## config.mk

```make
export PLATFORM = sky130hd
export DESIGN_NAME = beta_irq_ctrl
export DESIGN_NICKNAME = d
export VERILOG_FILES = /design/src/rtl/beta_irq_pkg.sv /design/src/rtl/beta_sync.sv /design/src/rtl/beta_irq_ctrl.sv
export SDC_FILE = /design/constraint.sdc
export NUM_CORES = 1
export LEC_CHECK = 0
export CORE_ASPECT_RATIO = 1.2
export CORE_MARGIN = 10
export CORE_UTILIZATION = 40
export CTS_CLUSTER_SIZE = 30
export DETAILED_ROUTE_END_ITERATION = 16
export PLACE_DENSITY_LB_ADDON = 0.12
export REMOVE_ABC_BUFFERS = 1
export SETUP_SLACK_MARGIN = 0.5
export SKIP_LAST_GASP = 1
export SYNTH_ARGS = -nofsm -noshare
export SYNTH_HDL_FRONTEND = slang
export SYNTH_SLANG_ARGS = --single-unit
export TNS_END_PERCENT = 5
```

## constraint.sdc

```tcl
create_clock -name clk -period 2.1 [get_ports clk]
set_input_delay 0.42 -clock clk [delete_from_list [all_inputs] [get_ports clk]]
set_output_delay 0.42 -clock clk [all_outputs]
set_load 0.01 [all_outputs]
```

## src/rtl/beta_irq_pkg.sv

```systemverilog
// -----------------------------------------------------------------------------
// beta_irq_pkg
//   Shared definitions for the Beta interrupt controller: register word
//   offsets inside the 32-byte window, channel limits and claim-value width.
// -----------------------------------------------------------------------------
package beta_irq_pkg;

    // Upper bound on the number of request channels the register map can hold.
    localparam int MAX_IRQ = 32;

    // CLAIM returns 0..MAX_IRQ, so it needs one bit more than log2(MAX_IRQ).
    localparam int CLAIM_W = $clog2(MAX_IRQ + 1);

    // Word index of each register (DataAddress[4:2]).
    typedef enum logic [2:0] {
        OFF_PENDING = 3'd0,
        OFF_ENABLE  = 3'd1,
        OFF_MODE    = 3'd2,
        OFF_CLAIM   = 3'd3,
        OFF_RAW     = 3'd4,
        OFF_RSVD5   = 3'd5,
        OFF_RSVD6   = 3'd6,
        OFF_RSVD7   = 3'd7
    } reg_off_e;

endpackage : beta_irq_pkg

```

## src/rtl/beta_sync.sv

```systemverilog
// -----------------------------------------------------------------------------
// beta_sync
//   Multi-flop synchroniser bank: each of WIDTH bits passes through a chain of
//   STAGES flops clocked by clk, giving a metastability-filtered copy of an
//   asynchronous input bus.
//
// Ports
//   clk    in   system clock
//   rst_n  in   asynchronous active-low reset, clears every stage
//   d_i    in   [WIDTH-1:0] asynchronous inputs
//   q_o    out  [WIDTH-1:0] synchronised outputs (last stage)
// -----------------------------------------------------------------------------
module beta_sync #(
    parameter int WIDTH  = 8,
    parameter int STAGES = 2
) (
    input  logic             clk,
    input  logic             rst_n,
    input  logic [WIDTH-1:0] d_i,
    output logic [WIDTH-1:0] q_o
);

    logic [WIDTH-1:0] chain_q [STAGES];

    // NOTE: every stage is reset, not just the last. This array is a flop
    // chain rather than a RAM, and leaving early stages at X would let stale
    // values ripple out for STAGES-1 cycles after reset is released.
    always_ff @(posedge clk or negedge rst_n) begin
        if (!rst_n) begin
            for (int s = 0; s < STAGES; s++) begin
                chain_q[s] <= '0;
            end
        end else begin
            // NOTE: non-blocking assignments make every stage sample its
            // predecessor's old value; blocking ones would collapse the chain
            // into a single flop.
            chain_q[0] <= d_i;
            for (int s = 1; s < STAGES; s++) begin
                chain_q[s] <= chain_q[s-1];
            end
        end
    end

    assign q_o = chain_q[STAGES-1];

endmodule : beta_sync

```

## src/rtl/beta_irq_ctrl.sv

```systemverilog
// -----------------------------------------------------------------------------
// beta_irq_ctrl
//   Memory-mapped interrupt controller that fans the Beta's single irq input
//   out to NUM_IRQ external request lines. Each channel is synchronised, then
//   latched as edge- or level-triggered into PENDING; PENDING & ENABLE form the
//   active set, whose OR drives the CPU irq pin through one register. A CLAIM
//   read returns the lowest-numbered active channel (index+1, 0 if none) and
//   acknowledges it if that channel is edge-triggered.
//
// Register window (32 bytes at BASE_ADDR, word offsets):
//   0x00 PENDING  R, write-1-to-clear (edge channels only)
//   0x04 ENABLE   RW
//   0x08 MODE     RW, 1 = edge, 0 = level
//   0x0C CLAIM    R, reading acknowledges the claimed edge channel
//   0x10 RAW      R, synchronised inputs
//   0x14-0x1C     read 0, writes ignored
//
// Ports
//   clk          in   system clock
//   rst          in   asynchronous active-low reset
//   IrqIn        in   [NUM_IRQ-1:0] raw asynchronous request lines
//   DataAddress  in   [31:0] CPU byte address
//   DataWrite    in   [31:0] CPU store data
//   WriteEnable  in   CPU store strobe
//   ReadEnable   in   CPU load strobe
//   DataRead     out  [31:0] combinational read data, 0 when Hit is low
//   Hit          out  access falls inside this window
//   IrqOut       out  registered interrupt request to the CPU
// -----------------------------------------------------------------------------
module beta_irq_ctrl
    import beta_irq_pkg::*;
#(
    parameter int          NUM_IRQ     = 8,
    parameter logic [31:0] BASE_ADDR   = 32'hFFFF_F000,
    parameter int          SYNC_STAGES = 2
) (
    input  logic               clk,
    input  logic               rst,
    input  logic [NUM_IRQ-1:0] IrqIn,
    input  logic [31:0]        DataAddress,
    input  logic [31:0]        DataWrite,
    input  logic               WriteEnable,
    input  logic               ReadEnable,
    output logic [31:0]        DataRead,
    output logic               Hit,
    output logic               IrqOut
);

    // -------------------------------------------------------------------------
    // State
    // -------------------------------------------------------------------------
    logic [NUM_IRQ-1:0] sync_s;
    logic [NUM_IRQ-1:0] prev_q;
    logic [NUM_IRQ-1:0] pending_q, pending_d;
    logic [NUM_IRQ-1:0] enable_q,  enable_d;
    logic [NUM_IRQ-1:0] mode_q,    mode_d;
    logic               irq_out_q;

    // -------------------------------------------------------------------------
    // Bus decode
    // -------------------------------------------------------------------------
    reg_off_e           reg_off;
    logic               wr_en;
    logic               rd_en;
    logic [NUM_IRQ-1:0] wr_data;

    assign Hit     = (ReadEnable || WriteEnable) &&
                     (DataAddress[31:5] == BASE_ADDR[31:5]);
    assign reg_off = reg_off_e'(DataAddress[4:2]);
    assign wr_en   = Hit && WriteEnable;
    assign rd_en   = Hit && ReadEnable;
    assign wr_data = DataWrite[NUM_IRQ-1:0];

    // Byte-lane bits and data bits above NUM_IRQ carry no meaning here.
    logic unused_bus_bits;
    assign unused_bus_bits = ^{DataAddress[1:0], DataWrite};

    // -------------------------------------------------------------------------
    // Input synchronisers
    // -------------------------------------------------------------------------
    beta_sync #(
        .WIDTH  (NUM_IRQ),
        .STAGES (SYNC_STAGES)
    ) u_sync (
        .clk   (clk),
        .rst_n (rst),
        .d_i   (IrqIn),
        .q_o   (sync_s)
    );

    // -------------------------------------------------------------------------
    // Fixed-priority claim encoder: lowest-numbered active channel wins.
    // -------------------------------------------------------------------------
    logic [NUM_IRQ-1:0] active;
    logic [CLAIM_W-1:0] claim_val;
    logic [NUM_IRQ-1:0] claim_onehot;

    assign active = pending_q & enable_q;

    // NOTE: both outputs get a default before the loop so that every path
    // assigns them; without it this always_comb would infer latches.
    always_comb begin
        claim_val    = '0;
        claim_onehot = '0;
        // Scanning downward lets the lowest set index overwrite the others.
        for (int i = NUM_IRQ - 1; i >= 0; i--) begin
            if (active[i]) begin
                claim_val       = CLAIM_W'(i + 1);
                claim_onehot    = '0;
                claim_onehot[i] = 1'b1;
            end
        end
    end

    // -------------------------------------------------------------------------
    // Next-state logic
    // -------------------------------------------------------------------------
    logic [NUM_IRQ-1:0] set_edge;
    logic [NUM_IRQ-1:0] clr;
    logic [NUM_IRQ-1:0] mode_chg;

    assign set_edge = sync_s & ~prev_q;

    always_comb begin
        enable_d = enable_q;
        mode_d   = mode_q;
        clr      = '0;
        mode_chg = '0;

        if (wr_en) begin
            case (reg_off)
                OFF_PENDING: clr = wr_data;
                OFF_ENABLE:  enable_d = wr_data;
                OFF_MODE: begin
                    mode_d   = wr_data;
                    mode_chg = mode_q ^ wr_data;
                end
                default: ;
            endcase
        end

        // A CLAIM read acknowledges the channel it reports.
        if (rd_en && (reg_off == OFF_CLAIM)) begin
            clr = clr | claim_onehot;
        end

        // Edge channels: a new edge beats a same-cycle clear. Level channels
        // simply track the synchronised input and ignore clears.
        pending_d = (mode_q  & (set_edge | (pending_q & ~clr)))
                  | (~mode_q & sync_s);

        // Switching a channel's mode discards whatever it had pending; a
        // level channel picks its input back up on the following cycle.
        pending_d = pending_d & ~mode_chg;
    end

    // -------------------------------------------------------------------------
    // Registers
    // -------------------------------------------------------------------------
    always_ff @(posedge clk or negedge rst) begin
        if (!rst) begin
            prev_q    <= '0;
            pending_q <= '0;
            enable_q  <= '0;
            mode_q    <= '0;
            irq_out_q <= 1'b0;
        end else begin
            prev_q    <= sync_s;
            pending_q <= pending_d;
            enable_q  <= enable_d;
            mode_q    <= mode_d;
            irq_out_q <= |active;
        end
    end

    assign IrqOut = irq_out_q;

    // -------------------------------------------------------------------------
    // Read mux: reflects current state, so a simultaneous write is not yet
    // visible and a CLAIM read shows the channel being acknowledged.
    // -------------------------------------------------------------------------
    logic [31:0] rd_val;

    always_comb begin
        rd_val = '0;
        if (Hit) begin
            case (reg_off)
                OFF_PENDING: rd_val[NUM_IRQ-1:0] = pending_q;
                OFF_ENABLE:  rd_val[NUM_IRQ-1:0] = enable_q;
                OFF_MODE:    rd_val[NUM_IRQ-1:0] = mode_q;
                OFF_CLAIM:   rd_val[CLAIM_W-1:0] = claim_val;
                OFF_RAW:     rd_val[NUM_IRQ-1:0] = sync_s;
                default:     rd_val = '0;
            endcase
        end
    end

    assign DataRead = rd_val;

endmodule : beta_irq_ctrl

```

==> impl_results.md, run 1 <==
* Starting Density at 41.3%
* Cell area after layout at 3870 um2
* DRT iter0 DRCs at 242
* Max-cap violations at 0
* Die height at 110 um
* DP Area at 3670 um2
* Most frequent cells in the layout: 62 x buf_4, 49 x dfrtp_1, 48 x clkdlybuf4s50_1, 43 x nand2_1, 24 x conb_1
* CP max-delay cell: a222oi_1
* Rows at 32
* CP Capture Type: output pin
* Ys flop type: dfrtp_1
* Die width at 94.7 um
* Port bufs at 59
* Hold slack at 0.0381 ns
* Max Slew Vio Count at 0
* Post-Synthesis Cell Area at 2680 um2
* Number of library cell types mapped by synthesis at 48
* Final worst slack at -0.416 ns
* Die footprint at 10400 um2
* Via count at 2546
* Cts hold-fix bufs at 0
* Fmax at 0.397 GHz
* Dpl cells at 463
* CTS tree: done
* GR Overflow Total at 0
* Finish-stage setup viols at 14
* Share of cells above drive strength 1 at 28.2%
* P per Cell Area at 540 nW/um2
* Max clock buf depth at 2
* Antenna-violating nets left at 0
* Outcome: complete, but fails checks
* Warnings from Yosys at 0
* DR WL/cell at 17.0 um
* Pin count of the biggest net entering global routing at 24
* Crit path largest cell delay at 0.45 ns
* Synth-to-Final Area Change at 44.7%
* Maximum vdd drop at 0.340 mV
* Unrepaired setup endpoints after global routing: true
* Layout Cells excl Fill at 479
* Syn avg cell area at 9.84 um2
* #FFs+latches synth at 49
* Final worst path period share at 120%
* Vias in the first global route at 2688
* Initial antenna violation count at 0
* Crit. path cell count at 5
* CTS Buf Count at 5
* Clk sinks at 49
* Number of remaining DRC errors at 0
* Total track usage at 15.7%
* Worst skew pair latency at 0.30 ns
* Top delay family on crit path: compound AO/OA/AOI/OAI gates
* Post-synth ARST share at 100%
* Post-DR vias/cell at 5.32
* Post-Synthesis Cells at 272
* Post-DP HPWL at 6280 um
* Critical path arrival at 2.10 ns
* HP Class: in2async
* Leakage at 1.76 nW
* Ant. Diodes at 0
* First-pass iteration count of the detailed router at 4
* Total Routed Length at 8140 um
* Crit path kind: reg2out
* Hold Violations, Final at 0
* Number of H-tree levels at 2
* Global-route wire length before repair at 13000 um
* CTS root buf: clkbuf_8
* CP Buf/Inv Count at 1
* Post-synth EDFFs at 0
* R2R depth at 11
* Failing checks: setup timing
* Post-synthesis sequential area ratio at 45.8%
* Top Ports at 110
* Worst Skew at 0.00620 ns
* Routability Congestion at 0.872
* Clk pin slew, worst setup/hold paths at 0.09 ns
* Required @ worst endpoint at 1.68 ns
* Core ar. at 6490 um2
* Fin crit period at 2.52 ns
* Most common cell after layout, fill and taps aside: buf_4
* Crit start category: flip-flop
* Sequence of cells on the critical path: a222oi_1 > nand2_1 > or3_4 > a221oi_2 > buf_2
* CP Max Fanout at 2
* Final layout net count at 469
final cells by class:
type / count / area, um2
Inverter: 4 / 15.0
Clock inverter: 3 / 65.1
Timing Repair Buffer: 125 / 1060
Tap cell: 85 / 106
Clock buffer: 5 / 68.8
Fill cell: 585 / 2610
Multi-Input combinational cell: 208 / 1330
Sequential cell: 49 / 1230
what timing repair did:
action	4_1_cts	5_1_grt
setup endpoints to repair	33	34
buffers inserted	7	0
pin swaps	6	5
gates resized for setup	46	2
cloned	1	0
worst reg2reg max path, cell delays in order (launching register included):
cell	delay (ns)
dfrtp_1	0.39
a222oi_1	0.45
nand2_1	0.14
buf_4	0.16
buf_4	0.12
buf_4	0.12
buf_4	0.13
buf_4	0.12
buf_4	0.12
buf_4	0.12
o311ai_0	0.37
a32oi_1	0.10
through the flow:
stage / setup TNS (ns) / total power [mW] / util, % / setup slack, ns
after floorplan: -0.0603 / 1.10 / - / -0.0603
after global placement: -13.10 / 1.30 / 56.6 / -0.831
after detailed placement: -13.38 / 1.30 / 56.6 / -0.844
after CTS: -4.20 / 2.10 / 59.6 / -0.455
after global routing: -5.83 / 2.16 / 59.7 / -0.535
final: -3.57 / 2.09 / 59.7 / -0.416
flip-flops by register name, indices dropped and copies added (netlist names):
| register | count |
|---|---|
| prev_q | 8 |
| pending_q | 8 |
| u_sync.chain_q | 8 |
| u_sync.q_o | 8 |
| mode_q | 8 |
| IrqOut | 1 |
| enable_q | 8 |
where the power goes:
part | internal [mW] | switching (mW)
Clock | 0.473 | 0.324
Combinational | 0.158 | 0.142
Sequential | 0.974 | 0.0198
cells by family after synthesis:
group	synth area share [%]
other cells	0.140
mux	9.35
compound gates	17.9
flops	45.8
simple gates	17.6
buf+inv	9.16
final timing paths:
check | from | end | slack [ns]
worst max-delay path | enable_q[2] | DataRead[3] | -0.42
worst min-delay path | rst | mode_q[2] | 0.04
worst max register to register | enable_q[2] | pending_q[7] | -0.37
worst min register to register | u_sync.chain_q[15] | u_sync.q_o[7] | 0.36
max in group asynchronous | rst | enable_q[7] | 1.56
min in group clk | u_sync.chain_q[15] | u_sync.q_o[7] | 0.36
cell usage after synthesis, types with 2 or more instances:
cell type,number,share of area (%)
and2_2,2,0.56
mux2_2,16,6.7
a2bb2oi_1,3,0.98
a22oi_1,8,2.2
nand4_1,4,0.93
nor4_1,2,0.47
nand3_1,6,1.1
nor2_1,13,1.8
mux2i_1,7,2.6
a221oi_1,2,0.65
a31oi_1,3,0.70
buf_2,3,0.56
nand3b_1,2,0.56
o21ai_0,7,1.3
a21oi_1,9,1.7
nor3_1,3,0.56
or3_1,3,0.70
a211oi_1,8,2.2
o22ai_1,14,3.3
buf_4,24,6.7
dfrtp_1,49,46
a222oi_1,2,0.75
nor2b_1,3,0.70
a21boi_0,3,0.84
nand2_1,43,6.0
clkbuf_1,5,0.70
nand4b_1,2,0.65
a22o_1,3,0.98
inv_1,4,0.56
metal layers:
| metal | wire [um] | global-route usage [%] | up-vias |
|---|---|---|---|
| met5 | 0 | 0 | - |
| met3 | 671 | 4.64 | 8 |
| met2 | 4010 | 27.0 | 104 |
| li1 | - | - | 1200 |
| met4 | 68 | 3.43 | 0 |
| met1 | 3380 | 18.9 | 1234 |
Note: power is estimated with default switching activity, not from simulation.
==> run 2: changes to the inputs <==
--- a/config.mk
+++ b/config.mk
@@ -5,11 +5,13 @@
 export SDC_FILE = /design/constraint.sdc
 export NUM_CORES = 1
 export LEC_CHECK = 0
+export ABC_AREA = 0
 export CORE_ASPECT_RATIO = 1.2
 export CORE_MARGIN = 10
 export CORE_UTILIZATION = 40
 export CTS_CLUSTER_SIZE = 30
 export DETAILED_ROUTE_END_ITERATION = 16
+export DONT_BUFFER_PORTS = 1
 export PLACE_DENSITY_LB_ADDON = 0.12
 export REMOVE_ABC_BUFFERS = 1
 export SETUP_SLACK_MARGIN = 0.5
==> impl_results.md, run 2 (synthesized netlist as in run 1, its figures left out) <==
* Ant. Diodes at 0 (unchanged)
* GR Overflow Total at 0 (unchanged)
* Pin count of the biggest net entering global routing at 50 (was 24)
* Hold EP: u_sync.chain_q[10]
* Post-DR vias/cell at 5.57 (was 5.32)
* Setup_tns at -1.46 ns (was -3.57 ns)
* Core ar. at 6490 um2 (unchanged)
* Crit path kind: reg2out (unchanged)
* Failing checks: setup timing (unchanged)
* Hold path startpoint: IrqIn[2]
* Outcome: complete, but fails checks (unchanged)
* Die width at 94.7 um (unchanged)
* Via count at 2216 (was 2546)
* Leakage at 1.38 nW (was 1.76 nW)
* Global-route wire length before repair at 12000 um (was 13000 um)
* Worst R2R Setup Slack at -0.31 ns (was -0.37 ns)
* Worst reg2reg endpoint: pending_q[7] (unchanged)
* Die footprint at 10400 um2 (unchanged)
* DRT iter0 DRCs at 95 (was 242)
* Max-cap violations at 0 (unchanged)
* Routability Congestion at 0.806 (was 0.872)
* Final worst slack at -0.363 ns (was -0.416 ns)
* Critical path arrival at 2.04 ns (was 2.10 ns)
* Cell area after layout at 3100 um2 (was 3870 um2)
* Clk pin slew, worst setup/hold paths at 0.09 ns (about the same)
* Number of H-tree levels at 2 (unchanged)
* Crit start category: flip-flop (unchanged)
* Top Ports at 110 (unchanged)
* Worst Max-Slew Pin Slew at 0.656 ns
* DR WL/cell at 19.0 um (was 17.0 um)
* CP Max Fanout at 2 (unchanged)
* Antenna-violating nets left at 0 (unchanged)
* Vias in the first global route at 2345 (was 2688)
* Post-DP HPWL at 5600 um (was 6280 um)
* HP Class: in2reg (was in2async)
* Starting Density at 41.3% (unchanged)
* Hold Violations, Final at 0 (unchanged)
* CTS tree: done (unchanged)
* Rows at 32 (unchanged)
* Total track usage at 14.8% (was 15.7%)
* Hold slack at 0.129 ns (was 0.0381 ns)
* Layout Cells excl Fill at 398 (was 479)
* Fin crit period at 2.46 ns (was 2.52 ns)
* Worst skew pair latency at 0.31 ns (was 0.30 ns)
* Pre-CTS setup slack at -0.162 ns (was -0.844 ns)
* Finish-stage setup viols at 5 (was 14)
* Initial antenna violation count at 0 (unchanged)
* Maximum vdd drop at 0.326 mV (was 0.340 mV)
* Required @ worst endpoint at 1.68 ns (about the same)
* Port bufs at 0 (was 59)
* Most frequent cells in the layout: 49 x dfrtp_1, 43 x nand2_1, 41 x buf_4, 24 x conb_1, 16 x mux2_2 (was 62 x buf_4, 49 x dfrtp_1, 48 x clkdlybuf4s50_1, 43 x nand2_1, 24 x conb_1)
* Most common cell after layout, fill and taps aside: dfrtp_1 (was buf_4)
* Number of remaining DRC errors at 0 (unchanged)
* Die height at 110 um (unchanged)
* Slew HR at 56.3%
* Total Routed Length at 7550 um (was 8140 um)
* Dpl cells at 381 (was 463)
* Max Slew Vio Count at 0 (unchanged)
* Unrepaired setup endpoints after global routing: true (unchanged)
* Reg2reg start: enable_q[2] (unchanged)
* P per Cell Area at 548 nW/um2 (was 540 nW/um2)
* R2R depth at 12 (was 11)
* Worst Skew at 0.00894 ns (was 0.00620 ns)
* Max clock buf depth at 2 (unchanged)
* Fmax at 0.406 GHz (was 0.397 GHz)
* Worst hold stages at 0
* CTS Buf Count at 5 (unchanged)
* Synth-to-Final Area Change at 15.8% (was 44.7%)
* First-pass iteration count of the detailed router at 4 (unchanged)
* Clk sinks at 49 (unchanged)
* CTS root buf: clkbuf_8 (unchanged)
* Final worst path period share at 117% (was 120%)
* Share of cells above drive strength 1 at 23.3% (was 28.2%)
* DP Area at 2900 um2 (was 3670 um2)
* CP Capture Type: output pin (unchanged)
* Final layout net count at 388 (was 469)
==> run 2: worst max-delay path by stage <==
stage / start / endpoint / slack [ns] / cells past startpoint
2_1_floorplan: enable_q[2] / DataRead[3] / -0.06 / 4
3_3_place_gp: enable_q[2] / DataRead[3] / -0.20 / 5
3_5_place_dp: pending_q[2] / DataRead[3] / -0.16 / 5
4_1_cts: pending_q[2] / DataRead[3] / -0.44 / 5
5_1_grt: enable_q[2] / DataRead[3] / -0.53 / 5
6_report: enable_q[2] / DataRead[3] / -0.36 / 5
==> run 2: power by group <==
group / total, mW / switching, mW / internal (mW)
clock: 0.555 / 0.323 / 0.232
sequential: 0.993 / 0.0191 / 0.974
combinational: 0.152 / 0.0931 / 0.0588
total: 1.70 / 0.436 / 1.26
==> run 2: critical path, stage by stage, from the launching register on <==
cell      delay [ns]
dfrtp_1         0.39
a222oi_1        0.43
nand2_1         0.12
or3_4           0.36
a221oi_4        0.28
buf_6           0.14
==> run 2: what timing repair did <==
action                                  CTS  global route
endpoints found under the hold margin    49             0
endpoints found under the setup margin   16            32
pin swaps                                 4             3
setup buffers                             7             0
resized for setup                         2             3
hold buffers                              2             0
==> run 2: layer usage <==
metal / global-route usage [%] / wire (um) / up-vias
met5: 0 / 0 / -
met1: 16.8 / 3120 / 1092
li1: - / - / 1041
met4: 5.35 / 137 / 0
met2: 25.7 / 3730 / 71
met3: 4.23 / 561 / 12
==> run 2: stage by stage <==
step / utilization [%] / power [mW]
after global routing: 47.8 / 1.77
after global placement: 44.8 / 1.13
after floorplan: - / 1.10
after CTS: 47.6 / 1.72
final: 47.8 / 1.70
after detailed placement: 44.8 / 1.13
==> run 2: final cells by class <==
cell class | count | area (um2)
repair buffers | 44 | 357
clock inverters | 2 | 10.0
clock buffers | 6 | 72.6
multi-input cells | 208 | 1320
inverters | 4 | 15.0
fillers | 625 | 3380
flip-flops and latches | 49 | 1230
well taps | 85 | 106
==> run 3: changes to the inputs <==
--- a/config.mk
+++ b/config.mk
@@ -18,5 +18,6 @@
 export SKIP_LAST_GASP = 1
 export SYNTH_ARGS = -nofsm -noshare
 export SYNTH_HDL_FRONTEND = slang
+export SYNTH_HIERARCHICAL = 1
 export SYNTH_SLANG_ARGS = --single-unit
 export TNS_END_PERCENT = 5
==> impl_results.md, run 3 <==
* Switching share of total power at 22.1% (was 25.6%)
* Unrepaired setup endpoints after global routing: true (unchanged)
* Global-route wire length before repair at 11300 um (was 12000 um)
* Hold slack at 0.129 ns (about the same)
* Finish-stage setup viols at 8 (was 5)
* Share of cells above drive strength 1 at 22.2% (was 23.3%)
* Routability Congestion at 0.779 (was 0.806)
* Fmax at 0.416 GHz (was 0.406 GHz)
* Ant. Diodes at 0 (unchanged)
* DRT iter0 DRCs at 103 (was 95)
* Top Ports at 110 (unchanged)
* CP Capture Type: output pin (unchanged)
* DR WL/cell at 17.6 um (was 19.0 um)
* Switching pwr at 0.426 mW (was 0.436 mW)
* Sequence of cells on the critical path: a22o_1 > a222oi_1 > nor3b_1 > a2111oi_0 > a211oi_1 > buf_4 > buf_4 (was a222oi_1 > nand2_1 > or3_4 > a221oi_4 > buf_6)
* Slew HR at 62.7% (was 56.3%)
* Die height at 112 um (was 110 um)
* Final worst slack at -0.306 ns (was -0.363 ns)
* CTS root buf: clkbuf_8 (unchanged)
* Post-synth ARST share at 100% (unchanged)
* Dpl cells at 390 (was 381)
* Clk sinks at 49 (unchanged)
* Total power at 1.93 mW (was 1.70 mW)
* Max clock buf depth at 2 (unchanged)
* Most common cell after layout, fill and taps aside: nand2_1 (was dfrtp_1)
* Outcome: complete, but fails checks (unchanged)
* Area leader, netlist: dfrtp_1 (unchanged)
* Total Routed Length at 7110 um (was 7550 um)
* Synth top area cells: dfrtp_1 44%, buf_4 8.6%, nand2_1 6.8%, mux2_4 4.3%, mux2_2 3.2% (was dfrtp_1 46%, buf_4 6.7%, mux2_2 6.7%, nand2_1 6.0%, o22ai_1 3.3%)
* # resized after CTS at 0 (was 2)
* Crit path kind: reg2out (unchanged)
* Maximum vdd drop at 0.315 mV (was 0.326 mV)
* Vias in the first global route at 2172 (was 2345)
* Number of remaining DRC errors at 0 (unchanged)
* Ys flop type: dfrtp_1 (unchanged)
* Fin crit period at 2.41 ns (was 2.46 ns)
* Final layout net count at 391 (was 388)
* Initial antenna violation count at 0 (unchanged)
* P per Cell Area at 608 nW/um2 (was 548 nW/um2)
* CP max-delay cell: dfrtp_1 (was a222oi_1)
* Die footprint at 10800 um2 (was 10400 um2)
* Most used cell, CP: buf_4
* Yosys top cell area share at 43.8% (was 45.8%)
* Worst Skew at 0.0103 ns (was 0.00894 ns)
* Port bufs at 0 (unchanged)
* Sequential share of power at 51.4% (was 58.4%)
* CTS tree: done (unchanged)
* Crit start category: flip-flop (unchanged)
* Pint at 1.50 mW (was 1.26 mW)
* Total track usage at 13.1% (was 14.8%)
* Crit path largest cell delay at 0.42 ns (was 0.43 ns)
* Most frequent cells after synthesis: 51 x nand2_1, 49 x dfrtp_1, 32 x buf_4 (was 49 x dfrtp_1, 43 x nand2_1, 24 x buf_4)
* Via count at 2126 (was 2216)
* Required @ worst endpoint at 1.68 ns (about the same)
* Pin count of the biggest net entering global routing at 50 (unchanged)
* Post-synthesis sequential area ratio at 43.8% (was 45.8%)
* Syn avg cell area at 9.86 um2 (was 9.84 um2)
* Rows at 33 (was 32)
* CTS Buf Count at 5 (unchanged)
* Number of H-tree levels at 2 (unchanged)
* Hold Violations, Final at 0 (unchanged)
* Layout Cells excl Fill at 403 (was 398)
* HP Class: in2reg (unchanged)
* Max Slew Vio Count at 0 (unchanged)
* Worst R2R Setup Slack at 0.25 ns (was -0.31 ns)
* Logic pwr share at 7.3% (was 8.9%)
* Worst skew pair latency at 0.31 ns (about the same)
* Critical path arrival at 1.99 ns (was 2.04 ns)
* Leakage at 1.47 nW (was 1.38 nW)
* Post-Synthesis Cells at 284 (was 272)
* Final worst path period share at 115% (was 117%)
* Post-DR vias/cell at 5.28 (was 5.57)
* Clk pin slew, worst setup/hold paths at 0.09 ns (about the same)
* Post-DP HPWL at 5210 um (was 5600 um)
* Core ar. at 6810 um2 (was 6490 um2)
* Post-synth EDFFs at 0 (unchanged)
* First-pass iteration count of the detailed router at 4 (unchanged)
* CP Max Fanout at 4 (was 2)
* Starting Density at 41.1% (was 41.3%)
* Max-cap violations at 0 (unchanged)
* Most common cell in the synthesized netlist: nand2_1 (was dfrtp_1)
* Worst Max-Slew Pin Slew at 0.555 ns (was 0.656 ns)
* Warnings from Yosys at 6 (was 0)
* Antenna-violating nets left at 0 (unchanged)
* Most frequent cells in the layout: 51 x nand2_1, 49 x dfrtp_1, 39 x buf_4, 24 x conb_1, 15 x o21ai_0 (was 49 x dfrtp_1, 43 x nand2_1, 41 x buf_4, 24 x conb_1, 16 x mux2_2)
* Synth-to-Final Area Change at 13.3% (was 15.8%)
* GR Overflow Total at 0 (unchanged)
* Post-Synthesis Cell Area at 2800 um2 (was 2680 um2)
* Power share of the clock group at 41.3% (was 32.7%)
* #FFs+latches synth at 49 (unchanged)
* Number of library cell types mapped by synthesis at 49 (was 48)
* Failing checks: setup timing (unchanged)
* Die width at 96.4 um (was 94.7 um)
-- run 3: cell types whose count changed in the layout (fill, tap and decap cells not counted), sizes merged, moves of 3 or more --
cell	change
buf	-3
o21ai	+9
nor2b	+4
xor2	+7
or3	-3
nand3	+4
o22ai	-14
a22oi	-4
nand2	+8
nand2b	+3
-- run 3: final timing paths --
kind / cells after the start / start / to
max in group asynchronous: 2 / rst / u_sync/chain_q[8]
hold reg to reg: 0 / u_sync/chain_q[9] / u_sync/q_o[1]
min in group asynchronous: 2 / rst / u_sync/chain_q[15]
hold / removal: 0 / IrqIn[5] / u_sync/chain_q[13]
setup / recovery: 7 / pending_q[5] / DataRead[1]
setup reg to reg: 5 / pending_q[2] / pending_q[6]
-- run 3: kinds of logic after synthesis --
logic type / share of synthesized area, %
other: 0.134
buffers and inverters: 10.6
DFF: 43.8
AOI/OAI and AO/OA: 13.5
muxes: 9.29
and+or+nand+nor: 20.2
xor gates and xnor gates: 2.50
-- run 3: stage by stage --
step	setup slack [ns]	cell area, um2	setup TNS, ns	utilization, %
final	-0.306	3170	-1.25	46.6
after floorplan	-0.0554	2600	-0.148	-
after CTS	-0.313	3170	-1.46	46.6
after global placement	-0.182	2980	-1.02	43.7
after global routing	-0.412	3170	-2.57	46.6
after detailed placement	-0.167	2980	-0.970	43.7
-- run 3: power groups by stage --
| stage | combinational (mW) | clock (mW) | sequential (mW) |
|---|---|---|---|
| final | 0.141 | 0.797 | 0.992 |
| after global routing | 0.159 | 0.857 | 0.996 |
| after CTS | 0.140 | 0.819 | 0.993 |
| after detailed placement | 0.110 | 0 | 1.01 |
| after global placement | 0.109 | 0 | 1.01 |
| after floorplan | 0.0858 | 0 | 1.01 |
-- run 3: area by class of cell --
class	count	area, um2
inverters	3	11.3
repair buffers	41	330
fillers	663	3640
clock buffers	5	68.8
well taps	87	109
clock inverters	3	65.1
multi-input cells	215	1360
flip-flops and latches	49	1230
-- run 3: layer usage --
layer  vias up  wire length [um]  track usage (%)
met5         -                 0                0
met4         0                84             3.79
met3         6               716             4.50
met2        83              3250             20.0
met1      1025              3060             17.0
li1       1012                 -                -
-- run 3: what timing repair did --
| item | 4_1_cts | 5_1_grt |
|---|---|---|
| pin swaps | 1 | 0 |
| setup buffers | 3 | 0 |
| setup endpoints to repair | 27 | 29 |
| hold buffers | 2 | 0 |
| endpoints found under the hold margin | 49 | 0 |
-- run 3: worst max-delay path, delay by kind of cell, from the launching register on --
| family | cells | cell delay [ns] |
|---|---|---|
| and+or+nand+nor | 1 | 0.08 |
| AOI/OAI and AO/OA | 4 | 0.88 |
| DFF | 1 | 0.42 |
| buffers and inverters | 2 | 0.31 |
